**src/rtl/spo2_ratio_calc_pkg.sv**
```systemverilog
// Shared constants and state encoding for the SpO2 ratio-of-ratios block.
package spo2_ratio_calc_pkg;

  typedef enum logic [2:0] {
    ST_IDLE,
    ST_ACCUM,
    ST_PRODUCT,
    ST_DIVIDE,
    ST_DONE
  } state_t;

  localparam int DEF_WIN_LOG2 = 7;
  localparam int DEF_MIN_AC   = 4;
  localparam int FRAC_BITS    = 8;
  localparam int DVD_W        = 24;
  localparam int DVS_W        = 16;
  localparam logic [15:0] RATIO_SAT = 16'hFFFF;

endpackage

```
**src/rtl/spo2_ratio_calc_seq_divider.sv**
```systemverilog
// Unsigned restoring divider, one quotient bit per cycle; the first bit is
// resolved on the start edge so done is high on the 24th cycle after start.
module seq_divider
  import spo2_ratio_calc_pkg::*;
(
  input  logic             CLK,
  input  logic             rst_n,
  input  logic             start,
  input  logic [DVD_W-1:0] dividend,
  input  logic [DVS_W-1:0] divisor,
  output logic [DVD_W-1:0] quotient,
  output logic             done
);

  logic [DVD_W-1:0] quo_q, quo_d, src_quo;
  logic [DVS_W-1:0] rem_q, rem_d, src_rem, dvs_q, dvs_d;
  logic [DVS_W:0]   trial;
  logic [4:0]       cnt_q, cnt_d;
  logic             run_q, run_d, done_q, done_d;

  always_comb begin
    src_rem = start ? '0 : rem_q;
    src_quo = start ? dividend : quo_q;
    dvs_d   = start ? divisor : dvs_q;
    trial   = {src_rem, src_quo[DVD_W-1]};
    quo_d   = quo_q;
    rem_d   = rem_q;
    cnt_d   = cnt_q;
    run_d   = run_q;
    done_d  = 1'b0;
    if (start || run_q) begin
      if (trial >= {1'b0, dvs_d}) begin
        rem_d = DVS_W'(trial - {1'b0, dvs_d});
        quo_d = {src_quo[DVD_W-2:0], 1'b1};
      end else begin
        rem_d = trial[DVS_W-1:0];
        quo_d = {src_quo[DVD_W-2:0], 1'b0};
      end
    end
    if (start) begin
      cnt_d = 5'(DVD_W - 1);
      run_d = 1'b1;
    end else if (run_q) begin
      cnt_d = cnt_q - 5'd1;
      if (cnt_q == 5'd1) begin
        run_d  = 1'b0;
        done_d = 1'b1;
      end
    end
  end

  always_ff @(posedge CLK or negedge rst_n) begin
    if (!rst_n) begin
      quo_q  <= '0;
      rem_q  <= '0;
      dvs_q  <= '0;
      cnt_q  <= '0;
      run_q  <= 1'b0;
      done_q <= 1'b0;
    end else begin
      quo_q  <= quo_d;
      rem_q  <= rem_d;
      dvs_q  <= dvs_d;
      cnt_q  <= cnt_d;
      run_q  <= run_d;
      done_q <= done_d;
    end
  end

  assign quotient = quo_q;
  assign done     = done_q;

endmodule

```
**src/rtl/spo2_ratio_calc.sv**
```systemverilog
// Windowed RED/IR peak-to-peak and mean extraction, beat counting, and the
// Q8.8 ratio R = (AC_red*DC_ir)/(AC_ir*DC_red) for pulse-oximetry.
module spo2_ratio_calc
  import spo2_ratio_calc_pkg::*;
#(
  parameter int WIN_LOG2 = DEF_WIN_LOG2,
  parameter int MIN_AC   = DEF_MIN_AC
) (
  input  logic        CLK,
  input  logic        rst_n,
  input  logic        enable,
  input  logic        sample_valid,
  input  logic [7:0]  red_sample,
  input  logic [7:0]  ir_sample,
  output logic [15:0] ratio,
  output logic        ratio_valid,
  output logic [7:0]  ac_red,
  output logic [7:0]  ac_ir,
  output logic [7:0]  dc_red,
  output logic [7:0]  dc_ir,
  output logic [3:0]  beat_count,
  output logic        error,
  output logic        busy
);

  localparam int SUM_W = 8 + WIN_LOG2;
  localparam logic [7:0] MIN_AC_C = 8'(MIN_AC);
  localparam logic [7:0] THR_INIT = 8'd128;

  function automatic logic [15:0] sat_ratio(input logic [DVD_W-1:0] q);
    return (q[DVD_W-1:16] != '0) ? RATIO_SAT : q[15:0];
  endfunction

  state_t              state_q, state_d;
  logic [WIN_LOG2-1:0] cnt_q, cnt_d;
  logic [SUM_W-1:0]    sum_red_q, sum_red_d, sum_ir_q, sum_ir_d;
  logic [7:0]          min_red_q, min_red_d, max_red_q, max_red_d;
  logic [7:0]          min_ir_q, min_ir_d, max_ir_q, max_ir_d;
  logic [7:0]          prev_ir_q, prev_ir_d, thr_q, thr_d;
  logic                have_prev_q, have_prev_d;
  logic [3:0]          beats_q, beats_d;
  logic [15:0]         ratio_q, ratio_d;
  logic [7:0]          ac_red_q, ac_red_d, ac_ir_q, ac_ir_d;
  logic [7:0]          dc_red_q, dc_red_d, dc_ir_q, dc_ir_d;
  logic [3:0]          beat_count_q, beat_count_d;
  logic                error_q, error_d, ratio_valid_q, ratio_valid_d;

  logic [7:0]          ac_red_c, ac_ir_c, dc_red_c, dc_ir_c;
  logic [15:0]         num_c, den_c;
  logic [DVD_W-1:0]    dividend_c, quotient;
  logic                bad_c, div_start, div_done, publish, pub_err, clear;

  // window statistics, valid once the last sample of the window is in
  always_comb begin
    ac_red_c   = max_red_q - min_red_q;
    ac_ir_c    = max_ir_q - min_ir_q;
    dc_red_c   = 8'(sum_red_q >> WIN_LOG2);
    dc_ir_c    = 8'(sum_ir_q >> WIN_LOG2);
    num_c      = {8'd0, ac_red_c} * {8'd0, dc_ir_c};
    den_c      = {8'd0, ac_ir_c} * {8'd0, dc_red_c};
    bad_c      = (ac_red_c < MIN_AC_C) || (ac_ir_c < MIN_AC_C) || (den_c == 16'd0);
    dividend_c = {8'd0, num_c} << FRAC_BITS;
  end

  always_comb begin
    state_d      = state_q;
    cnt_d        = cnt_q;
    sum_red_d    = sum_red_q;
    sum_ir_d     = sum_ir_q;
    min_red_d    = min_red_q;
    max_red_d    = max_red_q;
    min_ir_d     = min_ir_q;
    max_ir_d     = max_ir_q;
    prev_ir_d    = prev_ir_q;
    have_prev_d  = have_prev_q;
    beats_d      = beats_q;
    thr_d        = thr_q;
    ratio_d      = ratio_q;
    ac_red_d     = ac_red_q;
    ac_ir_d      = ac_ir_q;
    dc_red_d     = dc_red_q;
    dc_ir_d      = dc_ir_q;
    beat_count_d = beat_count_q;
    error_d      = error_q;
    ratio_valid_d = 1'b0;
    div_start    = 1'b0;
    publish      = 1'b0;
    pub_err      = 1'b0;
    clear        = 1'b0;

    case (state_q)
      ST_IDLE: if (enable) state_d = ST_ACCUM;
      ST_ACCUM: begin
        if (sample_valid) begin
          sum_red_d = sum_red_q + SUM_W'(red_sample);
          sum_ir_d  = sum_ir_q + SUM_W'(ir_sample);
          if (red_sample < min_red_q) min_red_d = red_sample;
          if (red_sample > max_red_q) max_red_d = red_sample;
          if (ir_sample < min_ir_q)   min_ir_d  = ir_sample;
          if (ir_sample > max_ir_q)   max_ir_d  = ir_sample;
          if (have_prev_q && (prev_ir_q < thr_q) && (ir_sample >= thr_q) &&
              (beats_q != 4'hF))
            beats_d = beats_q + 4'd1;
          prev_ir_d   = ir_sample;
          have_prev_d = 1'b1;
          cnt_d       = cnt_q + WIN_LOG2'(1);
          if (&cnt_q) state_d = ST_PRODUCT;
        end
      end
      ST_PRODUCT: begin
        if (bad_c) begin
          publish = 1'b1;
          pub_err = 1'b1;
          state_d = ST_DONE;
        end else begin
          div_start = 1'b1;
          state_d   = ST_DIVIDE;
        end
      end
      ST_DIVIDE: begin
        if (div_done) begin
          publish = 1'b1;
          state_d = ST_DONE;
        end
      end
      ST_DONE: begin
        clear   = 1'b1;
        state_d = ST_ACCUM;
      end
      default: state_d = ST_IDLE;
    endcase

    if (!enable) begin
      state_d   = ST_IDLE;
      clear     = 1'b1;
      publish   = 1'b0;
      div_start = 1'b0;
      thr_d     = THR_INIT;
    end

    // results become visible together with the strobe
    if (publish) begin
      ratio_d       = pub_err ? RATIO_SAT : sat_ratio(quotient);
      error_d       = pub_err;
      ac_red_d      = ac_red_c;
      ac_ir_d       = ac_ir_c;
      dc_red_d      = dc_red_c;
      dc_ir_d       = dc_ir_c;
      beat_count_d  = beats_q;
      thr_d         = dc_ir_c;
      ratio_valid_d = 1'b1;
    end

    if (clear) begin
      cnt_d       = '0;
      sum_red_d   = '0;
      sum_ir_d    = '0;
      min_red_d   = 8'hFF;
      max_red_d   = 8'h00;
      min_ir_d    = 8'hFF;
      max_ir_d    = 8'h00;
      prev_ir_d   = 8'h00;
      have_prev_d = 1'b0;
      beats_d     = 4'd0;
    end
  end

  always_ff @(posedge CLK or negedge rst_n) begin
    if (!rst_n) begin
      state_q       <= ST_IDLE;
      cnt_q         <= '0;
      sum_red_q     <= '0;
      sum_ir_q      <= '0;
      min_red_q     <= 8'hFF;
      max_red_q     <= 8'h00;
      min_ir_q      <= 8'hFF;
      max_ir_q      <= 8'h00;
      prev_ir_q     <= 8'h00;
      have_prev_q   <= 1'b0;
      beats_q       <= 4'd0;
      thr_q         <= THR_INIT;
      ratio_q       <= 16'd0;
      ac_red_q      <= 8'd0;
      ac_ir_q       <= 8'd0;
      dc_red_q      <= 8'd0;
      dc_ir_q       <= 8'd0;
      beat_count_q  <= 4'd0;
      error_q       <= 1'b0;
      ratio_valid_q <= 1'b0;
    end else begin
      state_q       <= state_d;
      cnt_q         <= cnt_d;
      sum_red_q     <= sum_red_d;
      sum_ir_q      <= sum_ir_d;
      min_red_q     <= min_red_d;
      max_red_q     <= max_red_d;
      min_ir_q      <= min_ir_d;
      max_ir_q      <= max_ir_d;
      prev_ir_q     <= prev_ir_d;
      have_prev_q   <= have_prev_d;
      beats_q       <= beats_d;
      thr_q         <= thr_d;
      ratio_q       <= ratio_d;
      ac_red_q      <= ac_red_d;
      ac_ir_q       <= ac_ir_d;
      dc_red_q      <= dc_red_d;
      dc_ir_q       <= dc_ir_d;
      beat_count_q  <= beat_count_d;
      error_q       <= error_d;
      ratio_valid_q <= ratio_valid_d;
    end
  end

  seq_divider u_div (
    .CLK      (CLK),
    .rst_n    (rst_n),
    .start    (div_start),
    .dividend (dividend_c),
    .divisor  (den_c),
    .quotient (quotient),
    .done     (div_done)
  );

  assign ratio       = ratio_q;
  assign ratio_valid = ratio_valid_q;
  assign ac_red      = ac_red_q;
  assign ac_ir       = ac_ir_q;
  assign dc_red      = dc_red_q;
  assign dc_ir       = dc_ir_q;
  assign beat_count  = beat_count_q;
  assign error       = error_q;
  assign busy        = (state_q == ST_PRODUCT) || (state_q == ST_DIVIDE) ||
                       (state_q == ST_DONE);

endmodule

```
**config.mk**
```make
export PLATFORM = sky130hd
export DESIGN_NAME = spo2_ratio_calc
export DESIGN_NICKNAME = d
export VERILOG_FILES = /design/src/rtl/spo2_ratio_calc_pkg.sv /design/src/rtl/spo2_ratio_calc_seq_divider.sv /design/src/rtl/spo2_ratio_calc.sv
export SDC_FILE = /design/constraint.sdc
export NUM_CORES = 1
export LEC_CHECK = 0
export ABC_AREA = 1
export CAP_MARGIN = 20
export CORE_MARGIN = 3
export CORE_UTILIZATION = 62
export DETAILED_ROUTE_END_ITERATION = 16
export GPL_ROUTABILITY_DRIVEN = 0
export GPL_TIMING_DRIVEN = 0
export HOLD_SLACK_MARGIN = 0.15
export PLACE_DENSITY = 0.82
export SLEW_MARGIN = 0
export SYNTH_ARGS = -nofsm -noshare
export SYNTH_HDL_FRONTEND = slang
export SYNTH_SLANG_ARGS = --single-unit
```
**constraint.sdc**
```tcl
create_clock -name CLK -period 9.68 [get_ports CLK]
set_input_delay 1.936 -clock CLK [delete_from_list [all_inputs] [get_ports CLK]]
set_output_delay 1.936 -clock CLK [all_outputs]
set_load 0.05 [all_outputs]
```
==> impl_table.tex <==
\begin{tabular}{lr}
\hline
Metric & Value \\
\hline
\multicolumn{2}{l}{\textbf{Status}} \\
\quad Result of the run & completed \\
\multicolumn{2}{l}{\textbf{Die}} \\
\quad Horizontal extent of the die & 167.5 um \\
\quad Number of rows in the core area & 58 \\
\quad Die H & 167.5 um \\
\quad Full die area & 0.02805 sq mm \\
\quad Top-level I/O count & 75 \\
\quad Core area & 0.02540 sq mm \\
\quad Initial standard-cell utilization of the core & 63.66\% \\
\multicolumn{2}{l}{\textbf{Synthesis}} \\
\quad Fraction of synthesis flops using an asynchronous set or reset pin & 100.0\% \\
\quad Number of synthesis warnings & 0 \\
\quad Simple-Gate Fraction of Synth Area & 21.40\% \\
\quad Syn Area/Cell & 7.748 sq um \\
\quad Fraction of the mapped netlist area in compound gates & 11.36\% \\
\quad Gate count of the mapped netlist & 2087 \\
\quad Number of register bits inferred by synthesis & 210 \\
\quad Dominant combinational cell family by area after synthesis & adder cells \\
\quad EDFF count, synth & 0 \\
\quad Cell area after synthesis & 0.01617 sq mm \\
\quad Multiplexer share of the synthesized area & 0\% \\
\quad Register area share after synthesis & 32.63\% \\
\quad Top flip-flop cell by instance count after synthesis & sky130\_fd\_sc\_hd\_\_dfrtp\_1 \\
\quad Adder-cell share of the synthesized area & 22.46\% \\
\quad Unique masters post-synth & 43 \\
\quad Net Count, Synth & 2351 \\
\quad Post-synthesis xor/xnor area fraction & 2.275\% \\
\multicolumn{2}{l}{\textbf{Min path}} \\
\quad Worst Hold Depth & 2 \\
\quad Worst min-delay path category & reg2reg \\
\multicolumn{2}{l}{\textbf{Drt}} \\
\quad 1st-pass router iterations & 6 \\
\quad Number of vias per cell & 5.744 \\
\quad Final routed wire length divided by cell count & 16.62 um \\
\quad DRC violation count after routing & 0 \\
\quad Wire length after detailed routing & 42070 um \\
\quad Number of DRC markers in iteration 0 & 1383 \\
\quad Antenna Violating Nets Remaining & 0 \\
\quad Via count & 14540 \\
\multicolumn{2}{l}{\textbf{STA}} \\
\quad Relative slew slack & 39.98\% \\
\quad Final Setup Violations & 0 \\
\quad Share of the cycle needed by the critical path after routing & 92.64\% \\
\quad Least-Margin Pin Slew & 0.9003 ns \\
\quad Final critical delay including setup and external delays & 8.967 ns \\
\quad Final max-slew violation count & 0 \\
\quad Final TNS setup & 0 ns \\
\quad Final hold violation count & 0 \\
\quad Setup repair after global routing missed its margin & no \\
\quad Setup skew after layout & 0.02857 ns \\
\quad Minimum hold slack & 0.4849 ns \\
\quad Max Clock Freq & 111.5 MHz \\
\multicolumn{2}{l}{\textbf{Setup path}} \\
\quad Critical Path Max Stage Delay & 0.56 ns \\
\quad Kind of critical path & reg2reg \\
\quad Critical path data required time & 10.13 ns \\
\quad Crit-path slowest cell & sky130\_fd\_sc\_hd\_\_dfstp\_2 \\
\quad Max FO, Critical Path & 10 \\
\quad Arrival time at the worst endpoint & 9.42 ns \\
\quad Register-to-Register Setup Slack & 0.71 ns \\
\quad Crit path capture & u\_div.rem\_q[9]\$\_DFFE\_PN0P\_ \\
\quad Reg2reg start & min\_ir\_q[0]\$\_DFFE\_PN1P\_ \\
\quad Critical path launch point type & register \\
\quad Startpoint of the worst setup timing path & min\_ir\_q[0]\$\_DFFE\_PN1P\_ \\
\quad Endpoint of the worst-slack reg-to-reg timing path & u\_div.rem\_q[9]\$\_DFFE\_PN0P\_ \\
\quad Cell type with the highest occurrence count on the critical path & sky130\_fd\_sc\_hd\_\_nand2\_1 \\
\quad Worst r2r path cells & 39 \\
\quad Worst Setup End Kind & register \\
\multicolumn{2}{l}{\textbf{Flow run}} \\
\quad Max-Cap Viols & 0 \\
\multicolumn{2}{l}{\textbf{Placement}} \\
\quad Buffers added on ports & 73 \\
\quad HPWL after detailed placement & 31600 um \\
\multicolumn{2}{l}{\textbf{Clock network}} \\
\quad Number of buffers between clock root and the deepest sink & 3 \\
\quad Root buffer cell & sky130\_fd\_sc\_hd\_\_clkbuf\_16 \\
\quad Clock input transition at the sequential cells of the worst setup and hold paths & 0.06 ns \\
\quad Setup bufs post-CTS & 0 \\
\quad Number of cells upsized or downsized after cts & 0 \\
\quad Htree depth & 1 \\
\quad Number of hold buffers added after CTS & 0 \\
\quad Number of buffers inserted during clock tree synthesis & 24 \\
\quad CTS sink count & 210 \\
\quad TritonCTS clock tree & yes \\
\quad Clock latency on the worst-skew pair & 0.54 ns \\
\multicolumn{2}{l}{\textbf{Power}} \\
\quad Peak supply drop & 228.0 uV \\
\quad Leakage power summed over all cells & 9.581 nW \\
\quad Clock network power share & 18.5\% \\
\quad Logic pwr share & 54.2\% \\
\quad Internal power & 2.601 mW \\
\quad Switching Share & 47.85\% \\
\quad Switching Power & 2.386 mW \\
\quad Power density over cell area & 275.0 mW/mm\^{}2 \\
\quad Sequential share of power & 27.3\% \\
\multicolumn{2}{l}{\textbf{Global routing}} \\
\quad Global-route wire length before repair & 71400 um \\
\quad Total global routing track utilization & 30.45\% \\
\quad Largest net degree at the start of global routing & 118 \\
\quad Initial antenna violation count & 0 \\
\quad Via count of the first global-routing pass & 14760 \\
\quad Total global routing overflow & 0 \\
\multicolumn{2}{l}{\textbf{Cells and area}} \\
\quad Antenna cell count & 0 \\
\quad Fraction of final layout cells sized beyond drive strength 1 & 4.269\% \\
\quad Number of nets in the layout & 2451 \\
\quad Layout-stage area growth over the synthesis result & 12.18\% \\
\hline
\end{tabular}
==> registers in the layout, summed over array words and instances, names as in the netlist, 15 cells and up <==
| register | flops |
|---|---|
| u_div.rem_q | 16 |
| u_div.dvs_q | 16 |
| u_div.quotient | 24 |
| ratio | 16 |
| sum_ir_q | 15 |
| sum_red_q | 15 |
==> layout make-up <==
type	count	area, sq um
clock inverter	9	115.1
clock buffer	32	670.6
timing repair buffer	74	763.2
tap	330	412.9
buffer	60	284.0
multi-input combinational	1467	9303
sequential	210	5276
fill	1941	7261
inverter	350	1314
==> synthesized netlist by cell type (7+ instances only) <==
master	instances	share of area, %
sky130_fd_sc_hd__nand2_1	486	11
sky130_fd_sc_hd__inv_1	342	7.9
sky130_fd_sc_hd__dfrtp_1	193	30
sky130_fd_sc_hd__nor2_1	173	4.0
sky130_fd_sc_hd__ha_1	167	13
sky130_fd_sc_hd__o21ai_0	147	4.6
sky130_fd_sc_hd__nand3_1	124	3.8
sky130_fd_sc_hd__a21oi_1	99	3.1
sky130_fd_sc_hd__fa_1	77	9.5
sky130_fd_sc_hd__clkbuf_1	34	0.79
sky130_fd_sc_hd__o21ai_1	29	0.90
sky130_fd_sc_hd__nand4_1	26	1.0
sky130_fd_sc_hd__xor2_1	25	1.4
sky130_fd_sc_hd__dfstp_2	17	2.8
sky130_fd_sc_hd__nor3_1	17	0.53
sky130_fd_sc_hd__xnor2_1	17	0.92
sky130_fd_sc_hd__buf_2	16	0.50
sky130_fd_sc_hd__o22ai_1	14	0.54
sky130_fd_sc_hd__a31oi_1	11	0.43
sky130_fd_sc_hd__o211ai_1	11	0.51
sky130_fd_sc_hd__clkinv_1	7	0.16
sky130_fd_sc_hd__or2_2	7	0.27
==> layout by cell type (no fill, tap or decap), drive strengths merged, types with 27 or more instances in the layout <==
master         count
clkdlybuf4s50     72
clkbuf            67
a21oi            100
dfrtp            193
buf               27
nor2             174
o21ai            176
inv              343
ha               167
fa                77
nand2            490
nand3            124
==> worst max-delay path, delay by kind of cell (launching register included) <==
| kind | cells | cell delay (ns) |
|---|---|---|
| buffers and inverters | 5 | 0.75 |
| xor gates and xnor gates | 1 | 0.56 |
| adders and majority gates | 8 | 3.44 |
| AOI/OAI and AO/OA | 4 | 1.19 |
| DFF | 1 | 0.56 |
| and+or+nand+nor | 21 | 2.36 |
==> worst min path at each step <==
stage	from	slack, ns	to
floorplan	prev_ir_q[0]$_DFFE_PN0P_	0.44	prev_ir_q[0]$_DFFE_PN0P_
global placement	prev_ir_q[0]$_DFFE_PN0P_	0.45	prev_ir_q[0]$_DFFE_PN0P_
detailed placement	beat_count[2]$_DFFE_PN0P_	0.47	beat_count[2]$_DFFE_PN0P_
CTS	u_div.rem_q[13]$_DFFE_PN0P_	0.49	u_div.rem_q[13]$_DFFE_PN0P_
global route	u_div.rem_q[13]$_DFFE_PN0P_	0.50	u_div.rem_q[13]$_DFFE_PN0P_
finish	ac_red[4]$_DFFE_PN0P_	0.48	ac_red[4]$_DFFE_PN0P_
==> routing by layer <==
metal | GRT usage, % | share of wire [%]
met5 | 0 | 0
met4 | 9.178 | 2.4
met1 | 40.92 | 42
met3 | 5.949 | 8.3
met2 | 50.51 | 47
==> through the flow <==
stage	util, %	instance area (sq um)	power, mW	cells	setup WS, ns
floorplan	-	16170	3.223	2087	2.254
global placement	68.16	17310	3.904	2490	-2.109
detailed placement	68.29	17350	4.004	2491	0.6723
CTS	71.38	18130	4.946	2532	0.5886
global route	71.41	18140	5.354	2532	0.02206
finish	71.41	18140	4.987	2532	0.7127
==> kinds of logic (layout without fill, tap and decap cells) <==
family,after synthesis,after routing
compound gates,337,337
simple gates,844,844
xor+xnor,42,42
flops,210,210
buf+inv,410,525
fa+ha+maj,244,244
==> power by group through the flow <==
stage	registers [mW]	logic, mW	clock network, mW
final	1.36	2.70	0.923
after global routing	1.39	3.00	0.963
after CTS	1.36	2.67	0.924
after detailed placement	1.36	2.64	0
after global placement	1.36	2.55	0
after floorplan	1.66	1.56	0
Power figures use the tool's default switching activity.
